[src/rtl/nn_pkg.sv]
// Shared constants and types for the NNConnect classification stage.
// Holds the default neuron-output width, the class count, the max_finder
// state encoding and the class-index type used by downstream logic.
package nn_pkg;

    // Width of one final-layer neuron output (two's-complement fixed point)
    localparam int DATA_WIDTH  = 16;

    // Number of final-layer neurons, i.e. number of output classes
    localparam int NUM_CLASSES = 10;

    // Index width for a vector of n elements; never narrower than one bit so
    // a single-class build still has a legal counter/index register.
    function automatic int idx_width(input int n);
        return (n <= 1) ? 1 : $clog2(n);
    endfunction

    // Scan controller states
    typedef enum logic [1:0] {
        IDLE = 2'd0,
        SCAN = 2'd1,
        DONE = 2'd2
    } maxf_state_t;

    // Class index for the default network size
    typedef logic [idx_width(NUM_CLASSES)-1:0] class_idx_t;

endpackage : nn_pkg

[src/rtl/max_finder.sv]
// max_finder: serial argmax over the final-layer neuron outputs.
// A whole vector is captured in one beat, then scanned one signed compare per
// cycle; the index of the largest element (lowest index on ties) is published
// on rdata with a one-cycle out_valid pulse and a sticky intr level.
// Optional feature macro: MAXFINDER_SCORE_EN -- when defined, out_score carries
// the winning value; otherwise out_score is tied to zero.
module max_finder #(
    parameter int NUM_INPUTS = nn_pkg::NUM_CLASSES,
    parameter int DATA_WIDTH = nn_pkg::DATA_WIDTH
) (
    input  logic                             aclk,
    input  logic                             areset,
    input  logic [NUM_INPUTS*DATA_WIDTH-1:0] in_data,
    input  logic                             in_data_valid,
    output logic                             in_ready,
    output logic [31:0]                      rdata,
    output logic                             out_valid,
    output logic                             intr,
    output logic [DATA_WIDTH-1:0]            out_score
);
    import nn_pkg::*;

    // Index/counter width and the last index the scan visits
    localparam int             IW       = idx_width(NUM_INPUTS);
    localparam logic [IW-1:0]  LAST_IDX = IW'(NUM_INPUTS - 1);

    // Captured copy of the input vector, one signed element per entry
    logic signed [DATA_WIDTH-1:0] r_elem [NUM_INPUTS];

    // Scan state
    maxf_state_t                  r_state;
    logic [IW-1:0]                r_cnt;
    logic [IW-1:0]                r_max_idx;
    logic signed [DATA_WIDTH-1:0] r_max_val;

    // Registered outputs
    logic                         r_in_ready;
    logic [31:0]                  r_rdata;
    logic                         r_out_valid;
    logic                         r_intr;

    // Element currently under comparison and the strict greater-than result;
    // strictness is what makes the lowest index win among equal maxima.
    logic signed [DATA_WIDTH-1:0] w_cur_elem;
    logic                         w_greater;
    logic                         w_accept;

    assign w_cur_elem = r_elem[r_cnt];
    assign w_greater  = (w_cur_elem > r_max_val);
    assign w_accept   = in_data_valid && (r_state == IDLE);

    // Capture the full vector only on acceptance; a beat offered while busy
    // leaves the stored vector untouched. Data path needs no reset.
    always_ff @(posedge aclk) begin
        if (w_accept) begin
            for (int i = 0; i < NUM_INPUTS; i++) begin
                r_elem[i] <= in_data[i*DATA_WIDTH +: DATA_WIDTH];
            end
        end
    end

    // Control FSM: accept -> scan one element per cycle -> publish -> idle
    always_ff @(posedge aclk or posedge areset) begin
        if (areset) begin
            r_state     <= IDLE;
            r_cnt       <= '0;
            r_max_idx   <= '0;
            r_max_val   <= '0;
            r_in_ready  <= 1'b1;
            r_rdata     <= '0;
            r_out_valid <= 1'b0;
            r_intr      <= 1'b0;
        end else begin
            // out_valid is a single-cycle pulse; only DONE raises it
            r_out_valid <= 1'b0;
            case (r_state)
                IDLE: begin
                    if (in_data_valid) begin
                        // Element 0 seeds the running maximum, scan resumes at 1
                        r_max_val  <= in_data[0 +: DATA_WIDTH];
                        r_max_idx  <= '0;
                        r_cnt      <= IW'(1);
                        r_intr     <= 1'b0;
                        r_in_ready <= 1'b0;
                        if (NUM_INPUTS == 1) begin
                            r_state <= DONE;
                        end else begin
                            r_state <= SCAN;
                        end
                    end
                end
                SCAN: begin
                    if (w_greater) begin
                        r_max_val <= w_cur_elem;
                        r_max_idx <= r_cnt;
                    end
                    r_cnt <= r_cnt + IW'(1);
                    // Exit on the last element rather than relying on wrap
                    if (r_cnt == LAST_IDX) begin
                        r_state <= DONE;
                    end
                end
                DONE: begin
                    r_rdata     <= 32'(r_max_idx);
                    r_out_valid <= 1'b1;
                    r_intr      <= 1'b1;
                    r_in_ready  <= 1'b1;
                    r_state     <= IDLE;
                end
                default: begin
                    r_state    <= IDLE;
                    r_in_ready <= 1'b1;
                end
            endcase
        end
    end

`ifdef MAXFINDER_SCORE_EN
    logic [DATA_WIDTH-1:0] r_score;

    // Winning value published alongside the index on the DONE edge
    always_ff @(posedge aclk or posedge areset) begin
        if (areset) begin
            r_score <= '0;
        end else if (r_state == DONE) begin
            r_score <= r_max_val;
        end
    end

    assign out_score = r_score;
`else
    // Score register not built; port kept so both builds share one port list
    assign out_score = '0;
`endif

    assign in_ready  = r_in_ready;
    assign rdata     = r_rdata;
    assign out_valid = r_out_valid;
    assign intr      = r_intr;

endmodule : max_finder

[config.mk]
export PLATFORM = sky130hd
export DESIGN_NAME = max_finder
export DESIGN_NICKNAME = d
export VERILOG_FILES = /design/src/rtl/nn_pkg.sv /design/src/rtl/max_finder.sv
export SDC_FILE = /design/constraint.sdc
export NUM_CORES = 1
export LEC_CHECK = 0
export CAP_MARGIN = 20
export CORE_MARGIN = 2
export CORE_UTILIZATION = 53
export DETAILED_ROUTE_END_ITERATION = 7
export MAX_ROUTING_LAYER = met4
export PLACE_DENSITY = 0.95
export SLEW_MARGIN = 30
export SYNTH_ARGS = -nofsm -noshare
export SYNTH_HDL_FRONTEND = slang
export SYNTH_SLANG_ARGS = --single-unit
[constraint.sdc]
create_clock -name aclk -period 14.6 [get_ports aclk]
set_input_delay 2.92 -clock aclk [delete_from_list [all_inputs] [get_ports aclk]]
set_output_delay 2.92 -clock aclk [all_outputs]
set_load 0.005 [all_outputs]
==> impl_metrics.yaml <==
placed_design:
  gp_congestion: 0.8080
  port_buffers: 169
  detailedPlacementHpwl_um: 11620
critical_path:
  rrSetupSlack_ns: 9.77
  r2r_end: "r_max_val[0]$_DFFE_PP0P_"
  cp.required_ns: 14.91
  crit_chain: "clkdlybuf4s50_1 -> nand2_1 -> inv_6 -> nor2_1 -> o21ai_0 -> o311ai_4 -> buf_6 -> mux2_1"
  critPathMaxFanout: 76
  r2r_cells: 12
  critPathLaunch: "in_data_valid"
  crit_type: "input pin to flip-flop"
  slowest_delay_ns: 0.56
  cp-start-kind: "input pin"
  endpoint_kind: "flip-flop"
  cp_num_buf_inv: 3
  slowest_stage: "inv_6"
  critPathTopFamily: "buffers and inverters"
  crit_arrival_ns: 5.33
  reg2reg_from: "r_cnt[0]$_DFFE_PP0P_"
min_path:
  min_delay_worst_endpoint: "intr$_DFFE_PP0P_"
  holdCritPathClass: "flip-flop to flip-flop"
  min_path_cells: 2
  min_from: "intr$_DFFE_PP0P_"
floorplan:
  coreArea_sq_um: 15260
  row_count: 45
  die_h_um: 129.1
  initial_core_util_pct: 54.37
  die_w_um: 129.1
  die_area_sq_um: 16670
  pin_count: 214
synth:
  ys_top_cells_by_area: "edfxtp_1 (58%), dfrtp_1 (9.7%), mux4_2 (8.7%), mux2_2 (4.3%), buf_4 (4.0%)"
  synth_cells: 489
  synthFlopType: "edfxtp_1"
  ys_async_sr_fraction_pct: 17.10
  synth_commonest_cells: "edfxtp_1 (160), buf_4 (44), dfrtp_1 (32), mux2_2 (32), mux4_2 (32)"
  avgSynthCellArea_sq_um: 16.97
  yosysSeqAreaShare_pct: 67.88
  synth_edf_count: 160
  yosysUniqueCellTypes: 36
  synth_top_area_share_pct: 57.91
  synth.largest_area_cell: "edfxtp_1"
  syn-cell-area_sq_um: 8297
  yosysMostFrequentCell: "edfxtp_1"
  ys_seq_elements: 193
  yosys_warnings: 0
routing:
  vias_per_cell: 5.266
  wl_per_cell_um: 18.65
  postRouteAntennaNets: 0
  vias: 4655
  drt_iter0_markers: 323
  wirelength_um: 16490
  drc: 0
  first_pass_iters: 4
clock_tree:
  cts_tree: "yes"
  clk-insertion-delay-late_ns: 0.43
  post-cts-setup-buffers: 0
  clkSinkCount: 193
  clkSlewWorstSetupHoldPaths_ns: 0.06
  cts_resized: 0
  htreeDepth: 4
  hold_buffers: 0
  cts.path.max_buffers: 2
  numCtsBuffers: 17
  cts-root-buf: "clkbuf_16"
timing:
  relSlewSlack_pct: 35.36
  rsz0062_at_grt: "no"
  finalHoldViolCount: 0
  fmax_mhz: 199.2
  fin_crit_ns: 5.019
  setup_viol: 0
  clock_skew_ns: 0.007491
  report.final.slew_viol_count: 0
  fin_crit_sh_pct: 34.38
  timing.setup.tns_ns: 0
  worst-slew-pin-transition_ns: 0.9452
final_layout:
  drive_gt1_share_pct: 15.45
  nets: 841
  fillers: 973
  area_delta_synth_final_pct: 28.47
  antenna_cells: 0
grt:
  grt_first_pass_wirelength_um: 25630
  grt_pass1_vias: 4879
  groute.usage.overall_pct: 21.37
  antenna_found_initial: 0
  grt-ovfl-total: 0
  grt_max_degree: 89
status:
  outcome: "finished, final reports clean"
power:
  p_leak_uw: 0.003899
  finalPower_uw: 2027
  ir_drop_mv: 0.08999
  power-per-cell-area_nw_per_um2: 190.2
job:
  max_cap_viol_count: 0
## layout make-up
cell class	count	area [sq um]	share of cell area, %
flip-flops and latches	193	5637	52.88
multi-input cells	252	2327	21.83
repair buffers	175	1757	16.48
clock buffers	22	454.2	4.261
well taps	211	264.0	2.477
clock inverters	10	136.4	1.279
inverters	21	83.83	0.7865
## through the flow
step                      cell area (sq um)  utilization (%)  setup WS (ns)  hold WS [ns]  std cells
after floorplan                        8458                -          7.505        0.4602        532
final                                 10660            69.86          9.581        0.5019        884
after global placement                10030            65.72          9.136        0.4809        850
after CTS                             10630            69.67          9.437        0.5048        883
after global routing                  10660            69.86          9.456        0.5277        884
after detailed placement              10040            65.80          8.991        0.4956        851
## worst min-delay path: stages (launching register included)
cell and delay (ns):
dfrtp_1 0.35, nor2_1 0.05, nor2_1 0.07
## cells in the final DEF (no fill, tap or decap), types with 17 or more instances in the layout
cell type          n
mux4_2            32
clkbuf_16         17
clkdlybuf4s50_1  169
inv_1             20
nor2b_1           17
a21oi_1           21
mux2i_1           19
mux2_2            32
dfrtp_1           30
conb_1            44
edfxtp_1         160
ha_1              18
## sequential cells by signal, summed over array words and instances, names as in the netlist, 2 cells and up
name	flops
r_max_idx	4
rdata	4
r_max_val	16
r_cnt	4
r_elem	160
r_state	2
## worst max-delay path by stage
stage	slack (ns)	to	depth (start not counted)
2_1_floorplan	7.50	r_max_idx[0]$_DFFE_PP0P_	7
3_3_place_gp	9.14	r_elem[1][5]$_DFFE_PP_	4
3_5_place_dp	8.99	r_elem[3][5]$_DFFE_PP_	4
4_1_cts	9.44	r_elem[9][5]$_DFFE_PP_	4
5_1_grt	9.46	r_max_val[5]$_DFFE_PP0P_	12
6_report	9.58	r_max_idx[0]$_DFFE_PP0P_	8
## cells by family after synthesis
| kind of cell | Yosys count | synth area share, % |
|---|---|---|
| and+or+nand+nor | 51 | 3.288 |
| DFF | 193 | 67.88 |
| muxes | 88 | 16.00 |
| other | 1 | 0.04520 |
| AOI/OAI and AO/OA | 51 | 3.755 |
| buffers and inverters | 87 | 6.319 |
| adders and majority gates | 18 | 2.715 |
## power breakdown
part           switching (uW)  internal (uW)  total [uW]
Combinational             342            405         747
Sequential               84.9            731         816
Clock                     191            273         464
Total                     618           1410        2030
## metal layers
metal | vias to the layer above | wire length, um | global-route usage, %
met5 | - | 0 | -
met4 | 0 | 233 | 6.522
met3 | 20 | 927 | 4.583
met2 | 193 | 8770 | 36.32
met1 | 2318 | 6558 | 25.86
li1 | 2124 | - | -
Power figures use the tool's default switching activity.
